--- src/rtl/pipe_hazard_unit.sv ---
// Hazard, stall and forwarding controller for the pipelined MIPS core.
// A shift-register scoreboard tracks in-flight instructions from EX (entry 0) to WB.
module pipe_hazard_unit #(
  parameter int unsigned STAGES         = 3,
  parameter int unsigned LOAD_FWD_STAGE = 2,
  parameter int unsigned REG_W          = 5,
  parameter int unsigned COUNT_W        = 16,
  localparam int unsigned FWD_W         = $clog2(STAGES)
) (
  input  logic               clk,
  input  logic               reset,
  input  logic               id_valid_i,
  input  logic [REG_W-1:0]   id_rs_i,
  input  logic [REG_W-1:0]   id_rt_i,
  input  logic               id_uses_rs_i,
  input  logic               id_uses_rt_i,
  input  logic               id_wr_en_i,
  input  logic [REG_W-1:0]   id_dst_i,
  input  logic               id_is_load_i,
  input  logic               id_jump_i,
  input  logic               ex_branch_taken_i,
  output logic               pc_write_o,
  output logic               ifid_write_o,
  output logic               ifid_flush_o,
  output logic               idex_bubble_o,
  output logic [FWD_W-1:0]   fwd_a_o,
  output logic [FWD_W-1:0]   fwd_b_o,
  output logic [COUNT_W-1:0] stall_count_o,
  output logic [COUNT_W-1:0] flush_count_o
);

  logic             sb_valid [STAGES];
  logic             sb_wr_en [STAGES];
  logic             sb_load  [STAGES];
  logic [REG_W-1:0] sb_dst   [STAGES];
  // Source registers are only needed for the instruction sitting in EX.
  logic [REG_W-1:0] ex_rs;
  logic [REG_W-1:0] ex_rt;

  logic [STAGES-1:0] prod_ok;
  logic              load_hit;
  logic              stall_c;
  logic              bubble_c;
  logic              flush_c;
  logic [COUNT_W-1:0] stall_cnt;
  logic [COUNT_W-1:0] flush_cnt;

  // An entry can produce a value when it is real, writes, and does not target $0.
  always_comb begin
    prod_ok = '0;
    for (int k = 0; k < int'(STAGES); k++) begin
      prod_ok[k] = sb_valid[k] && sb_wr_en[k] && (sb_dst[k] != '0);
    end
  end

  // Load-use: a load whose data is not yet forwardable blocks a consumer in ID.
  always_comb begin
    load_hit = 1'b0;
    for (int k = 0; k < int'(STAGES); k++) begin
      if (((k + 1) < int'(LOAD_FWD_STAGE)) && prod_ok[k] && sb_load[k] &&
          ((id_uses_rs_i && (sb_dst[k] == id_rs_i)) ||
           (id_uses_rt_i && (sb_dst[k] == id_rt_i)))) begin
        load_hit = 1'b1;
      end
    end
  end

  assign stall_c  = id_valid_i && !ex_branch_taken_i && load_hit;
  assign bubble_c = stall_c || ex_branch_taken_i;
  assign flush_c  = ex_branch_taken_i || (id_jump_i && id_valid_i && !stall_c);

  assign pc_write_o    = !stall_c;
  assign ifid_write_o  = !stall_c;
  assign ifid_flush_o  = flush_c;
  assign idex_bubble_o = bubble_c;
  assign stall_count_o = stall_cnt;
  assign flush_count_o = flush_cnt;

  // Descending scan so the youngest matching producer wins.
  always_comb begin
    fwd_a_o = '0;
    fwd_b_o = '0;
    for (int k = int'(STAGES) - 1; k >= 1; k--) begin
      if (sb_valid[0] && prod_ok[k] && (sb_dst[k] == ex_rs)) fwd_a_o = FWD_W'(k);
      if (sb_valid[0] && prod_ok[k] && (sb_dst[k] == ex_rt)) fwd_b_o = FWD_W'(k);
    end
  end

  always_ff @(posedge clk) begin
    if (!reset) begin
      for (int k = 0; k < int'(STAGES); k++) sb_valid[k] <= 1'b0;
    end else begin
      sb_valid[0] <= id_valid_i && !bubble_c;
      for (int k = 1; k < int'(STAGES); k++) sb_valid[k] <= sb_valid[k-1];
    end
  end

  // Payload fields shift unconditionally; they are qualified by sb_valid.
  always_ff @(posedge clk) begin
    sb_wr_en[0] <= id_wr_en_i;
    sb_load[0]  <= id_is_load_i;
    sb_dst[0]   <= id_dst_i;
    ex_rs       <= id_rs_i;
    ex_rt       <= id_rt_i;
    for (int k = 1; k < int'(STAGES); k++) begin
      sb_wr_en[k] <= sb_wr_en[k-1];
      sb_load[k]  <= sb_load[k-1];
      sb_dst[k]   <= sb_dst[k-1];
    end
  end

  // Saturating event counters.
  always_ff @(posedge clk) begin
    if (!reset) begin
      stall_cnt <= '0;
      flush_cnt <= '0;
    end else begin
      if (stall_c && (stall_cnt != '1)) stall_cnt <= stall_cnt + COUNT_W'(1);
      if (flush_c && (flush_cnt != '1)) flush_cnt <= flush_cnt + COUNT_W'(1);
    end
  end

endmodule
--- config.mk ---
export PLATFORM = sky130hd
export DESIGN_NAME = pipe_hazard_unit
export DESIGN_NICKNAME = d
export VERILOG_FILES = /design/src/rtl/pipe_hazard_unit.sv
export SDC_FILE = /design/constraint.sdc
export NUM_CORES = 1
export LEC_CHECK = 0
export ABC_AREA = 1
export ABC_CLOCK_PERIOD_IN_PS = 1600
export CORE_MARGIN = 2
export CORE_UTILIZATION = 29
export DETAILED_ROUTE_END_ITERATION = 8
export PLACE_DENSITY = 0.53
export SYNTH_ARGS = -nofsm -noshare
export SYNTH_HDL_FRONTEND = slang
export SYNTH_SLANG_ARGS = --single-unit
--- constraint.sdc ---
create_clock -name clk -period 1.6 [get_ports clk]
set_clock_uncertainty 0.15 [all_clocks]
set_input_delay 0.24 -clock clk [delete_from_list [all_inputs] [get_ports clk]]
set_output_delay 0.24 -clock clk [all_outputs]
set_load 0.03 [all_outputs]
==> results.json, run 1 <==
{
  "run_status": "complete, but fails checks",
  "violations": "negative setup slack",
  "die_h_um": 106.5,
  "synthTopCellsByArea": "dfxtp_1 (42%), nand2_1 (12%), nand3_1 (7.6%)",
  "routabilityCongestion": 0.8020,
  "synth_enable_flop_cells": 0,
  "path_delay_family": "simple AND/OR/NAND/NOR gates",
  "fin_ws_ps": -422.3,
  "fin_crit_ps": 2022,
  "holdWs_ps": 22.13,
  "vias": 3177,
  "mappedNetlistArea_um2": 3045,
  "route.detailed.drc": 0,
  "place_area_um2": 4529,
  "fin_cells": 709,
  "grt.overflow.total": 0,
  "drv_slew": 0,
  "drive_above_1_share": 0.4764,
  "tns_ps": -7314,
  "max_freq_mhz": 494.5,
  "globalRouteMet3Util": 0.04660,
  "antenna_cells": 0,
  "via_per_inst": 4.481,
  "dp_hpwl_mm": 6.404,
  "min_period_over_period": 1.264,
  "avgRoutedWirePerCell_um": 13.02,
  "start_kind": "flip-flop",
  "design.core.area_um2": 10280,
  "multi_input_area_um2": 2097,
  "io_pins": 64,
  "path_class": "reg2out",
  "ir_worst_vdd_mv": 0.3727,
  "gr-max-usage-layer": "met2",
  "ys_seq_elements": 64,
  "ys_seq_area_frac": 0.4207,
  "syn_avg_cell_area_um2": 7.183,
  "critPathBufInv": 3,
  "synth_cells": 424,
  "end_kind": "primary output",
  "grt_first_pass_wirelength_mm": 15.09,
  "ant_nets": 0,
  "cts_tree": "done",
  "slowest_stage": "dfxtp_2",
  "drt_iter0_drc": 37,
  "path_common_cell": "buf_6",
  "portBuffers": 63,
  "yosysWarningCount": 0,
  "setup_viol": 40,
  "worst_ep_required_time_ps": 1210,
  "yosysMostFrequentCell": "nand2_1",
  "cp_max_fo": 2,
  "fillers": 1004,
  "cts-buffers-inserted": 9,
  "tightest_slew_ps": 315.0,
  "synth_top_area_cell": "dfxtp_1",
  "yosys-top-cells-count": "nand2_1 (97), dfxtp_1 (64), inv_1 (51)",
  "place_inst": 682,
  "p_per_area_nw_per_um2": 711.3,
  "clk_path_buf_depth": 2,
  "fp.dieArea_um2": 11340,
  "arrival_ps": 1630,
  "start_util": 0.2963,
  "totalWireLength_mm": 9.230,
  "utilization": 0.5243,
  "grt_max_degree": 19,
  "synth-main-ff-cell": "dfxtp_1",
  "clkSlewWorstSetupHoldPaths_ps": 80,
  "final_nets": 594,
  "grt_usage": 0.1687,
  "async_flop_share": 0,
  "final_cell_area_um2": 5389,
  "hold_viol": 0,
  "rows": 37,
  "first_global_vias": 3229,
  "clkLatencyLatePin_ps": 360,
  "rsz0062_at_grt": "yes",
  "relSlewSlack": 0.7884,
  "clkSinkCount": 64,
  "globalRouteMet1Util": 0.2024,
  "synth_fp_nets": 450,
  "cpPeakStageDelay_ps": 350,
  "yosysUniqueCellTypes": 24,
  "use_met2": 0.2926,
  "maxCapViolCount": 0,
  "die_w_um": 106.5,
  "drt_pre_antenna_iters": 4,
  "antenna_found_initial": 0,
  "hold_class": "in2reg",
  "synthToLayoutAreaGrowth_pct": 76.95,
  "total_leakage_power_uw": 0.002399,
  "synth_top_area_frac": 0.4207,
  "crit_chain": "nor3_1 -> nand2_1 -> nand4_1 -> buf_6 -> nor4_4 -> buf_4 -> nor2_4 -> buf_6",
  "seq_area_um2": 1346,
  "root_buffer": "clkbuf_8",
  "htree_levels": 3
}
-- stage by stage --
stage                     power [uW]  worst slack, ps
after CTS                       3814           -462.9
after global routing            3984           -527.8
after global placement          2053           -695.1
final                           3833           -422.3
after floorplan                 1886           -133.3
after detailed placement        2059           -718.5
-- final cells by class --
class	instances	share of cell area
multi-input combinational	298	0.3891
sequential	64	0.2498
timing repair buffer	143	0.2475
inverter	52	0.03668
tap	136	0.03158
clock buffer	10	0.02763
clock inverter	6	0.01765
-- worst reg2reg max path: cells and delay by family, from the launching register on --
family / cells / cell delay (ps)
AOI/OAI and AO/OA: 1 / 150
adders and majority gates: 1 / 130
buffers and inverters: 1 / 100
DFF: 1 / 370
and+or+nand+nor: 7 / 810
-- kinds of logic (layout without fill, tap and decap cells) --
family                   count (synthesis)  after routing  synth area share
adder cells (fa/ha/maj)                  2              2          0.008216
XOR/XNOR                                32             32           0.09203
AO/OA/AOI/OAI                           32             32           0.05382
flip-flops                              64             64            0.4207
buffers and inverters                   63            211           0.08463
AND/OR/NAND/NOR                        231            232            0.3406
-- registers in the layout, indices dropped and copies added (netlist names) --
| register | count |
|---|---|
| stall_count_o | 16 |
| sb_load | 1 |
| sb_wr_en | 3 |
| ex_rs | 5 |
| sb_dst | 15 |
| flush_count_o | 16 |
| ex_rt | 5 |
| sb_valid | 3 |
-- layout by cell type (no fill, tap or decap), types with 3 or more instances in the layout --
master,count
inv_6,3
dfxtp_1,30
clkdlybuf4s15_1,3
nor2_1,33
nor3_4,3
nand2_2,13
nor2_2,11
nand3_1,20
xnor2_1,8
clkbuf_2,12
clkdlybuf4s15_2,7
dlygate4sd2_1,15
inv_2,7
buf_12,5
nand4_1,14
a21oi_4,4
a21oi_1,4
dfxtp_2,25
nand3_2,26
buf_6,20
nand2_1,80
dfxtp_4,9
nor3_1,9
nor2_4,4
xor2_1,18
buf_4,58
nor4_4,3
inv_1,43
a21oi_2,24
clkdlybuf4s50_1,16
nand2_4,7
clkbuf_8,9
-- where the power goes --
group          switching [uW]  internal (uW)  total (uW)
Clock                     731            991        1720
Combinational             212            220         432
Sequential               45.0           1630        1680
-- metal layers --
layer	wire (um)	share of wire
met5	0	0
met4	126	0.014
met3	374	0.041
met2	4609	0.50
met1	4120	0.45
-- what timing repair did --
action | CTS | global route
setup buffers | 5 | 3
pin swaps | 47 | 23
endpoints found under the setup margin | 72 | 53
endpoints found under the hold margin | 0 | 1
hold buffers | 0 | 1
gates resized for setup | 170 | 73
cloned | 3 | 0
-- final timing paths --
| check | startpoint | endpoint | slack (ps) | cells past startpoint |
|---|---|---|---|---|
| min reg2reg | sb_wr_en[0][1] | sb_wr_en[0][2] | 210 | 0 |
| min | id_rs_i[1] | ex_rs[1] | 20 | 1 |
| max reg2reg | flush_count_o[0] | flush_count_o[11] | -210 | 10 |
| max | sb_dst[0][8] | fwd_a_o[1] | -420 | 8 |
(Power assumes the default switching activity.)
==> run 2, diff against run 1 <==
Settings changed: CORE_MARGIN 2 to 5, CTS_CLUSTER_SIZE from default to 28.
==> run 2 against run 1 <==
  * The run still ends with negative setup slack left
  * Core utilization up 0.35 points
  * Clock-buffer cell count shrank 1
  * Clock power shrank 28%
  * Non-clock buffer count up 6
  * Critical path depth grew 2
  * First-iteration DRC count up 110%
  * Final area grew 0.67%
  * Global-route usage down 2.1 points
==> results.json, run 2 (synthesized netlist as in run 1, its figures left out) <==
{
  "run_status": "complete, but fails checks",
  "violations": "negative setup slack",
  "htree_levels": 3,
  "r2r_slack_ps": -350,
  "fin_cells": 715,
  "total_leakage_power_uw": 0.002368,
  "drive_above_1_share": 0.4957,
  "grt_first_pass_wirelength_mm": 15.19,
  "clkSinkCount": 64,
  "cp_max_fo": 3,
  "relSlewSlack": 0.7076,
  "fp.dieArea_um2": 12650,
  "dp_hpwl_mm": 6.526,
  "cts-buffers-inserted": 9,
  "root_buffer": "clkbuf_8",
  "start_kind": "input port",
  "cts_tree": "done",
  "multi_input_area_um2": 2130,
  "power.internal_uw": 2429,
  "final_nets": 600,
  "rr_startpoint": "sb_dst[0][1]",
  "utilization": 0.5279,
  "hold_viol": 0,
  "start_util": 0.2963,
  "antenna_cells": 0,
  "arrival_ps": 1600,
  "drt_pre_antenna_iters": 4,
  "fin_crit_ps": 1992,
  "routabilityCongestion": 0.8073,
  "worst_ep_required_time_ps": 1210,
  "p_per_area_nw_per_um2": 620.9,
  "clkLatencyLatePin_ps": 340,
  "p_comb_frac": 0.133,
  "min_period_over_period": 1.245,
  "ff2ff_path_depth": 14,
  "grt.overflow.total": 0,
  "path_class": "in2out",
  "crit_end": "ifid_flush_o",
  "end_kind": "primary output",
  "via_per_inst": 4.517,
  "rows": 37,
  "place_inst": 682,
  "maxCapViolCount": 0,
  "antenna_found_initial": 0,
  "first_global_vias": 3179,
  "place_area_um2": 4529,
  "switching_power_uw": 939.5,
  "drt_iter0_drc": 77,
  "io_pins": 64,
  "grt_max_degree": 19,
  "hold_class": "in2reg",
  "die_h_um": 112.5,
  "design.core.area_um2": 10280,
  "route.detailed.drc": 0,
  "setup_viol": 40,
  "rsz0062_at_grt": "yes",
  "ant_nets": 0,
  "final_common_cell": "nand2_1",
  "die_w_um": 112.5,
  "detailedPlace.worstSlack_ps": -700.8,
  "tightest_slew_ps": 435.0,
  "seqPwrFrac": 0.498,
  "seq_area_um2": 1350,
  "totalWireLength_mm": 9.491,
  "fin_ws_ps": -391.7,
  "startpoint": "id_rt_i[2]",
  "p_clk_frac": 0.369,
  "drv_slew": 0,
  "vias": 3230,
  "avgRoutedWirePerCell_um": 13.27,
  "fillers": 981,
  "portBuffers": 63,
  "tns_ps": -12680,
  "clk_path_buf_depth": 2,
  "ir_worst_vdd_mv": 0.3640,
  "layout_common_cells": "nand2_1 (66), buf_4 (60), inv_1 (43), nor2_1 (33), dfxtp_1 (29)",
  "final_cell_area_um2": 5425,
  "synthToLayoutAreaGrowth_pct": 78.14,
  "clkSlewWorstSetupHoldPaths_ps": 80,
  "max_freq_mhz": 502.1,
  "swShare": 0.2789,
  "grt_usage": 0.1474,
  "rr_endpoint": "flush_count_o[10]"
}
==> run 2: cell count changes in the layout (fill, tap and decap cells not counted), moves of 3 or more <==
cell,delta
nand2_1,-14
nand2_2,+7
nand2_4,+6
clkdlybuf4s15_1,+5
clkdlybuf4s15_2,-5
a21oi_2,+4
buf_6,+3
clkinv_2,+3
nand3_1,+3
nand3_2,-3
==> run 2: worst min path at each step <==
stage	from	endpoint	slack (ps)	depth (start not counted)
2_1_floorplan	id_rs_i[0]	ex_rs[0]	120	0
3_3_place_gp	sb_wr_en[0][0]	sb_wr_en[0][1]	190	0
3_5_place_dp	sb_wr_en[0][0]	sb_wr_en[0][1]	200	0
4_1_cts	id_rs_i[3]	ex_rs[3]	8	1
5_1_grt	id_rt_i[3]	ex_rt[3]	30	1
6_report	id_rt_i[3]	ex_rt[3]	30	1
==> run 2: per-layer routing <==
layer  routed length [um]  vias up  part of all wire  track usage
met1                 4200     1504              0.44       0.1813
met2                 4865       56              0.51       0.2622
met5                    0        -                 0            0
met3                  337        8             0.036      0.02857
met4                   89        0            0.0094      0.04006
li1                     -     1662                 -            -
==> run 2: timing repair <==
item	4_1_cts	5_1_grt
endpoints found under the hold margin	0	1
endpoints found under the setup margin	72	56
hold buffers	0	1
pin swaps	48	37
setup buffers	25	7
cloned	5	0
resized for setup	168	88
==> run 2: critical path, stage by stage <==
cell,delay (ps)
clkdlybuf4s50_1,460
nand2_1,100
nand2_1,50
nor2_1,160
nand3_2,140
nand2_2,100
nand2_4,70
nand2_4,70
nand2_4,60
buf_6,140
==> run 2: through the flow <==
step	hold slack, ps	power, uW
2_1_floorplan	117.7	1886
3_3_place_gp	187.4	2054
3_5_place_dp	195.4	2057
4_1_cts	8.010	3378
5_1_grt	26.40	3516
6_report	25.94	3369
==> run 2: final cells by class <==
| class | instances | share of cell area |
|---|---|---|
| Clock buffer | 9 | 0.02283 |
| Clock inverter | 7 | 0.008764 |
| Inverter | 52 | 0.03690 |
| Multi-Input combinational cell | 298 | 0.3925 |
| Sequential cell | 64 | 0.2488 |
| Tap cell | 136 | 0.03137 |
| Timing Repair Buffer | 149 | 0.2588 |
==> run 2: power by group through the flow <==
stage	sequential (uW)	clock, uW	combinational [uW]
global placement	1710	0	344
detailed placement	1710	0	345
CTS	1680	1280	416
floorplan	1730	0	160
finish	1680	1240	448
global route	1680	1340	487
==> run 3, diff against run 2 <==
Settings changed: ABC_CLOCK_PERIOD_IN_PS 1600 to default.
==> results of run 3 <==
Same layout as run 2: the final DEF is identical, and so are final timing and power.
